<file path="src/rtl/uart_boot_loader.sv">
// uart_boot_loader: pulls a length-prefixed program from the UART receiver,
// packs it into little-endian 32-bit words, writes them to instruction memory
// and releases the CPU from reset once the last word is stored.
module uart_boot_loader #(
    parameter int ADDR_W    = 8,
    parameter int MAX_WORDS = 256
) (
    input  logic              clk,
    input  logic              reset,
    input  logic              enable,
    input  logic              rx_ready,
    input  logic [7:0]        rx_data,
    output logic              ready_clr,
    output logic              imem_we,
    output logic [ADDR_W-1:0] imem_addr,
    output logic [31:0]       imem_wdata,
    output logic              cpu_reset,
    output logic              done,
    output logic              error
);

    typedef enum logic [2:0] {
        IDLE,
        HDR0,
        HDR1,
        DATA,
        WRITE,
        DONE,
        ERROR
    } state_t;

    state_t            state, state_n;
    logic [15:0]       count, count_n;
    logic [1:0]        byte_idx, byte_idx_n;
    logic [ADDR_W:0]   word_idx, word_idx_n;
    logic [31:0]       word_buf, word_buf_n;

    logic              ready_clr_n;
    logic              imem_we_n;
    logic [ADDR_W-1:0] imem_addr_n;
    logic [31:0]       imem_wdata_n;
    logic              cpu_reset_n;
    logic              done_n;
    logic              error_n;

    logic              accept;
    logic [15:0]       hdr_count;
    logic [ADDR_W:0]   word_inc;

    // Next-state and next-output logic; every output is registered, so the
    // values computed here only appear on the ports one cycle later.
    always_comb begin
        state_n      = state;
        count_n      = count;
        byte_idx_n   = byte_idx;
        word_idx_n   = word_idx;
        word_buf_n   = word_buf;
        imem_we_n    = 1'b0;
        imem_addr_n  = imem_addr;
        imem_wdata_n = imem_wdata;
        cpu_reset_n  = cpu_reset;
        done_n       = done;
        error_n      = error;

        // A byte is only taken in a receiving state and never while the
        // previous acknowledge is still on the wire, so a held rx_ready
        // cannot be consumed twice.
        accept = ((state == HDR0) || (state == HDR1) || (state == DATA))
                 && rx_ready && !ready_clr;
        ready_clr_n = accept;

        hdr_count = {rx_data, count[7:0]};
        word_inc  = word_idx + {{ADDR_W{1'b0}}, 1'b1};

        case (state)
            IDLE: begin
                if (enable) begin
                    state_n = HDR0;
                end
            end
            HDR0: begin
                if (accept) begin
                    count_n[7:0] = rx_data;
                    state_n      = HDR1;
                end
            end
            HDR1: begin
                if (accept) begin
                    count_n = hdr_count;
                    if ((hdr_count == 16'd0) ||
                        ({16'd0, hdr_count} > 32'(MAX_WORDS))) begin
                        state_n = ERROR;
                        error_n = 1'b1;
                    end else begin
                        state_n    = DATA;
                        byte_idx_n = 2'd0;
                        word_idx_n = '0;
                        word_buf_n = 32'd0;
                    end
                end
            end
            DATA: begin
                if (accept) begin
                    word_buf_n[{byte_idx, 3'b000} +: 8] = rx_data;
                    byte_idx_n = byte_idx + 2'd1;
                    if (byte_idx == 2'd3) begin
                        // Fourth byte: the write strobe goes out next cycle.
                        state_n      = WRITE;
                        imem_we_n    = 1'b1;
                        imem_addr_n  = word_idx[ADDR_W-1:0];
                        imem_wdata_n = {rx_data, word_buf[23:0]};
                    end
                end
            end
            WRITE: begin
                word_idx_n = word_inc;
                byte_idx_n = 2'd0;
                // Index is one bit wider than the address so a full-size
                // program compares against count without wrapping.
                if (32'(word_inc) == {16'd0, count}) begin
                    state_n     = DONE;
                    cpu_reset_n = 1'b0;
                    done_n      = 1'b1;
                end else begin
                    state_n = DATA;
                end
            end
            DONE: begin
                state_n = DONE;
            end
            ERROR: begin
                state_n = ERROR;
            end
            default: begin
                state_n = IDLE;
            end
        endcase
    end

    // State, counters and registered outputs; reset aborts any partial word
    // and keeps the CPU held.
    always_ff @(posedge clk or posedge reset) begin
        if (reset) begin
            state      <= IDLE;
            count      <= 16'd0;
            byte_idx   <= 2'd0;
            word_idx   <= '0;
            word_buf   <= 32'd0;
            ready_clr  <= 1'b0;
            imem_we    <= 1'b0;
            imem_addr  <= '0;
            imem_wdata <= 32'd0;
            cpu_reset  <= 1'b1;
            done       <= 1'b0;
            error      <= 1'b0;
        end else begin
            state      <= state_n;
            count      <= count_n;
            byte_idx   <= byte_idx_n;
            word_idx   <= word_idx_n;
            word_buf   <= word_buf_n;
            ready_clr  <= ready_clr_n;
            imem_we    <= imem_we_n;
            imem_addr  <= imem_addr_n;
            imem_wdata <= imem_wdata_n;
            cpu_reset  <= cpu_reset_n;
            done       <= done_n;
            error      <= error_n;
        end
    end

endmodule

</file>
<file path="config.mk">
export PLATFORM = sky130hd
export DESIGN_NAME = uart_boot_loader
export DESIGN_NICKNAME = d
export VERILOG_FILES = /design/src/rtl/uart_boot_loader.sv
export SDC_FILE = /design/constraint.sdc
export NUM_CORES = 1
export LEC_CHECK = 0
export CAP_MARGIN = 15
export CORE_MARGIN = 2
export CORE_UTILIZATION = 45
export DETAILED_ROUTE_END_ITERATION = 10
export PLACE_DENSITY = 0.67
export SLEW_MARGIN = 30
export SYNTH_ARGS = -nofsm -noshare
export SYNTH_HDL_FRONTEND = slang
export SYNTH_SLANG_ARGS = --single-unit
export TNS_END_PERCENT = 30
</file>
<file path="constraint.sdc">
create_clock -name clk -period 5.23 [get_ports clk]
set_clock_uncertainty 0.2 [all_clocks]
set_input_delay 1.046 -clock clk [delete_from_list [all_inputs] [get_ports clk]]
set_output_delay 1.046 -clock clk [all_outputs]
set_load 0.02 [all_outputs]
</file>
==> results of run 1 <==
power breakdown:
group / total (mW) / switching [mW] / internal [mW]
clock network: 0.459 / 0.279 / 0.180
logic: 0.392 / 0.191 / 0.200
registers: 0.964 / 0.0950 / 0.869
total: 1.81 / 0.566 / 1.25
kinds of logic (layout without fill, tap and decap cells):
family,after synthesis,in the layout,synth area share
AND/OR/NAND/NOR,71,71,0.0998
XOR/XNOR,14,14,0.0287
AO/OA/AOI/OAI,63,63,0.108
multiplexers,57,57,0.150
buffers and inverters,16,80,0.0161
adder cells (fa/ha/maj),6,6,0.0176
flip-flops,99,99,0.580
placed cells by master, fill, tap and decap left out, drive strengths merged, types with 3 or more instances in the layout:
cell	Yosys	final
dfrtp	98	98
mux2	56	56
clkdlybuf4s50	0	56
a22o	25	25
o21ai	21	21
nand2	19	19
nor2	16	16
clkbuf	4	9
inv	6	9
xnor2	7	7
xor2	7	7
nor4	7	7
and2	6	6
ha	6	6
nor3	5	5
o31ai	4	4
nand2b	4	4
and3	4	4
nand3	3	3
a21oi	3	3
state kept, by name (all words and copies together), names as in the netlist, 2 cells and up:
signal,count
imem_addr,8
byte_idx,2
imem_wdata,32
count,16
word_idx,9
state,3
word_buf,24
worst max-delay path by stage:
| stage | endpoint | slack, ps | cells after the start |
|---|---|---|---|
| final | imem_wdata[24] | 1970 | 7 |
| after floorplan | byte_idx[0] | 1400 | 1 |
| after global routing | imem_addr[1] | 1780 | 7 |
| after detailed placement | imem_addr[7] | 1550 | 7 |
| after global placement | imem_addr[6] | 1590 | 7 |
| after CTS | imem_wdata[24] | 1950 | 7 |
metrics by stage:
stage	power, mW	cells
floorplan	1.23	326
global placement	1.36	503
detailed placement	1.37	503
CTS	1.83	519
global route	1.93	519
finish	1.81	519
synthesized netlist by cell type (3+ instances only):
library cell and count:
nand3_1 3, nand2_1 19, inv_1 6, dfrtp_1 98
o21ai_2 3, nor2_1 14, buf_2 6, nand2b_1 3
and3_1 3, o21ai_0 18, a22o_1 25, o31ai_1 4
mux2_2 56, xnor2_1 7, clkbuf_1 3, nor4_2 3
xor2_1 7, and2_1 6, ha_1 6, nor3_1 4
per-layer routing:
| metal | wire length (µm) | global-route usage | up-vias |
|---|---|---|---|
| li1 | - | - | 1304 |
| met1 | 4140 | 0.269 | 1396 |
| met2 | 3850 | 0.274 | 75 |
| met3 | 390 | 0.0317 | 11 |
| met4 | 117 | 0.0665 | 0 |
| met5 | 0 | 0 | - |
layout make-up:
type                    instances  share of cell area
clock buffers                   9              0.0240
flip-flops and latches         99               0.480
inverters                       6             0.00534
multi-input cells             211               0.336
clock inverters                 7              0.0112
repair buffers                 58               0.112
well taps                     129              0.0313
==> results.json, run 1 <==
{
  "hp-start": "done",
  "finalHoldViolCount": 0,
  "drv_slew": 0,
  "cts-root-buf": "clkbuf_8",
  "yosys_warnings": 0,
  "hold_depth": 1,
  "drtIter0Drc": 82,
  "r2r_setup_slack_ps": 2420,
  "cts_hold_buf": 0,
  "arrival_ps": 3310,
  "synth_flop_cell": "dfrtp_1",
  "synth_edf_count": 0,
  "crit_family": "simple AND/OR/NAND/NOR gates",
  "ant_nets": 0,
  "syn_avg_cell_area_um2": 13.1,
  "slowest_stage": "nor2_4",
  "grt.overflow.total": 0,
  "cts_sinks": 99,
  "r2r-end": "imem_wdata[24]",
  "ys_types": 46,
  "post_dp_cell_area_um2": 4970,
  "critPathKind": "in -> reg",
  "critPathLaunchType": "input port",
  "setup_violations": 0,
  "timing.slew.headroom": 0.484,
  "synth_area_leaders": "dfrtp_1, mux2_2, a22o_1, o21ai_0, ha_1",
  "antenna_found_initial": 0,
  "cts_buffer_depth": 2,
  "cts_setup_buffers": 0,
  "seqCellArea_um2": 2480,
  "whs_endpoint": "done",
  "wl_per_cell_um": 16.4,
  "fin_crit_sh": 0.624,
  "layout-drive-gt1-share": 0.233,
  "yosysTopAreaCellShare": 0.574,
  "status": "complete, no violations",
  "grt_pass1_vias": 2802,
  "yosysTopAreaCell": "dfrtp_1",
  "cts_tree": "done",
  "reg2regPathDepth": 6,
  "area_growth_pct": 20.7,
  "dp_slack_ps": 1550,
  "crit_chain": "clkdlybuf4s50_1 > nand2b_1 > nor2_1 > nand2_1 > nor2_4 > buf_4 > mux2_2",
  "syn_nets": 344,
  "rr_startpoint": "state[0]",
  "postCtsResizedCells": 0,
  "rows": 35,
  "setup_ws_ps": 1970,
  "worst_setup_path_end_kind": "flip-flop",
  "max-vdd-ir-drop_mv": 0.136,
  "grt_max_degree": 74,
  "num_vias": 2786,
  "cts_buffers": 9,
  "tightest_slew_ps": 772,
  "core_area_um2": 9240,
  "slowest_delay_ps": 600,
  "whs_ps": 274,
  "fillers": 789,
  "gp_congestion": 0.856,
  "drt_wl_total_um": 8500,
  "nNetsFinal": 403,
  "hp-class": "reg -> reg",
  "setup_tns_ps": 0,
  "multi_input_comb_area_um2": 1730,
  "path_clk_slew_ps": 90,
  "start_util": 0.463,
  "p_leak_nw": 2.29,
  "fin_area_um2": 5160,
  "grt_use_total": 0.183,
  "crit_fanout": 27,
  "first_pass_iters": 6,
  "viasPerCell": 5.37,
  "clk_latency_ps": 370,
  "drcViolationCount": 0,
  "dieArea_um2": 10300,
  "hpwlAfterDp_um": 5700,
  "num_io_pins": 57,
  "antennaDiodeCount": 0,
  "power.density_nw_per_um2": 352,
  "grt_pass1_wl_um": 14400,
  "synth.yosys.seq_area_share": 0.580,
  "timing.fmax_mhz": 306,
  "period_needed_ps": 3260,
  "synthCells": 326,
  "syn_area_um2": 4270,
  "fp.dieH_um": 101,
  "critPathLaunch": "rx_ready",
  "grt_setup_unrepaired": "no",
  "numPortBuffers": 56,
  "worstPathRequired_ps": 5280,
  "die_w_um": 101,
  "htree_num_levels": 3,
  "final_util": 0.558,
  "yosys_register_bits": 99,
  "max_cap_viol_count": 0,
  "crit_buf_inv": 2,
  "synthArstFlopShare": 1.00
}
No activity file was read; power rests on OpenSTA's default activity.
==> run 2, diff against run 1 <==
Clock period 5.23 ns to 3.14 ns, I/O delays scaled along.
==> results.json, run 2 (same netlist as run 1, synthesis figures left out) <==
{
  "status": "complete, no violations",
  "core_area_um2": 9240,
  "hp-class": "reg -> reg",
  "postCtsResizedCells": 0,
  "max_cap_viol_count": 0,
  "path_clk_slew_ps": 100,
  "grt.overflow.total": 0,
  "top_register": "imem_wdata",
  "worst_setup_path_end_kind": "flip-flop",
  "hpwlAfterDp_um": 6170,
  "layout_common_cells": "dfrtp_1, mux2_2, clkdlybuf4s50_1, a22o_1, nand2_1",
  "drtIter0Drc": 127,
  "critPathKind": "reg -> reg",
  "grt_pass1_wl_um": 15100,
  "cts_buffers": 9,
  "grt_max_degree": 57,
  "cts-root-buf": "clkbuf_8",
  "dieArea_um2": 10300,
  "antenna_found_initial": 0,
  "viasPerCell": 5.34,
  "crit_family": "simple AND/OR/NAND/NOR gates",
  "crit_buf_inv": 0,
  "rows": 35,
  "cts_buffer_depth": 2,
  "crit_fanout": 8,
  "first_pass_iters": 4,
  "slowest_delay_ps": 490,
  "num_io_pins": 57,
  "layout-drive-gt1-share": 0.254,
  "wl_per_cell_um": 17.1,
  "timing.slew.headroom": 0.600,
  "fin_crit_sh": 0.818,
  "tightest_slew_ps": 598,
  "timing.fmax_mhz": 389,
  "die_w_um": 101,
  "power_mw": 3.08,
  "start_util": 0.463,
  "setup_violations": 0,
  "grt_use_total": 0.192,
  "num_vias": 2835,
  "ant_nets": 0,
  "instances_no_fill": 531,
  "drv_slew": 0,
  "cts_sinks": 99,
  "p_leak_nw": 2.36,
  "grt_setup_unrepaired": "no",
  "max-vdd-ir-drop_mv": 0.221,
  "nNetsFinal": 415,
  "area_growth_pct": 23.6,
  "antennaDiodeCount": 0,
  "gp_congestion": 0.877,
  "clk_latency_ps": 370,
  "cts_tree": "done",
  "final_util": 0.572,
  "largest_register_ffs": 32,
  "power.density_nw_per_um2": 583,
  "arrival_ps": 2610,
  "numPortBuffers": 56,
  "final_common_cell": "dfrtp_1",
  "crit_chain": "ha_1 > and3_1 > xor2_1 > mux2i_1 > nand3_1 > nor4_2 > o21ai_0",
  "drcViolationCount": 0,
  "fp.dieH_um": 101,
  "finalHoldViolCount": 0,
  "setup_tns_ps": 0,
  "whs_ps": 270,
  "grt_pass1_vias": 2938,
  "worstPathRequired_ps": 3180,
  "period_needed_ps": 2570,
  "drt_wl_total_um": 9050,
  "critPathLaunchType": "flip-flop",
  "slowest_stage": "dfrtp_1",
  "htree_num_levels": 3,
  "cts_setup_buffers": 0,
  "cts_hold_buf": 0,
  "top_regs": "imem_wdata x32, word_buf x24, count x16",
  "post-place-cells": 515
}
## run 2: changes by cell type in the layout (fill, tap and decap cells not counted)
| cell | before | now |
|---|---|---|
| buf_4 | 2 | 12 |
| clkinvlp_4 | 2 | 3 |
| buf_12 | 0 | 2 |
| bufinv_16 | 0 | 1 |
| clkinv_2 | 1 | 2 |
| clkinv_4 | 1 | 0 |
| clkbuf_1 | 0 | 1 |
| inv_6 | 3 | 1 |
| inv_8 | 1 | 0 |
## run 2: worst paths after layout
path                       cells after the start        end  slack, ps         from
setup / recovery                               7   state[1]        570  word_idx[0]
setup reg to reg                               7   state[1]        570  word_idx[0]
hold reg to reg                                1       done        270         done
min in group asynchronous                      2   count[3]        490        reset
hold / removal                                 1       done        270         done
max in group asynchronous                      3  cpu_reset       1560        reset
## run 2: layout make-up
type                       instances  area (µm²)
tap                              129         161
fill                             788        3960
multi-input combinational        211        1730
clock buffer                      10         128
timing repair buffer              70         691
inverter                           6        26.3
sequential                        99        2480
clock inverter                     6        63.8
## run 2: layer usage
metal | up-vias | track usage | part of all wire
met4 | 0 | 0.0748 | 0.012
li1 | 1319 | - | -
met2 | 72 | 0.295 | 0.47
met3 | 10 | 0.0400 | 0.052
met5 | - | 0 | 0
met1 | 1434 | 0.268 | 0.47
## run 2: where the power goes
part | switching (mW) | internal [mW] | total, mW
logic | 0.325 | 0.343 | 0.667
clock network | 0.445 | 0.369 | 0.813
registers | 0.154 | 1.45 | 1.60
total | 0.923 | 2.16 | 3.08
## run 2: metrics by stage
stage	area, µm²	setup WS (ps)
2_1_floorplan	4280	957
3_3_place_gp	5090	305
3_5_place_dp	5090	299
4_1_cts	5280	595
5_1_grt	5280	305
6_report	5280	570
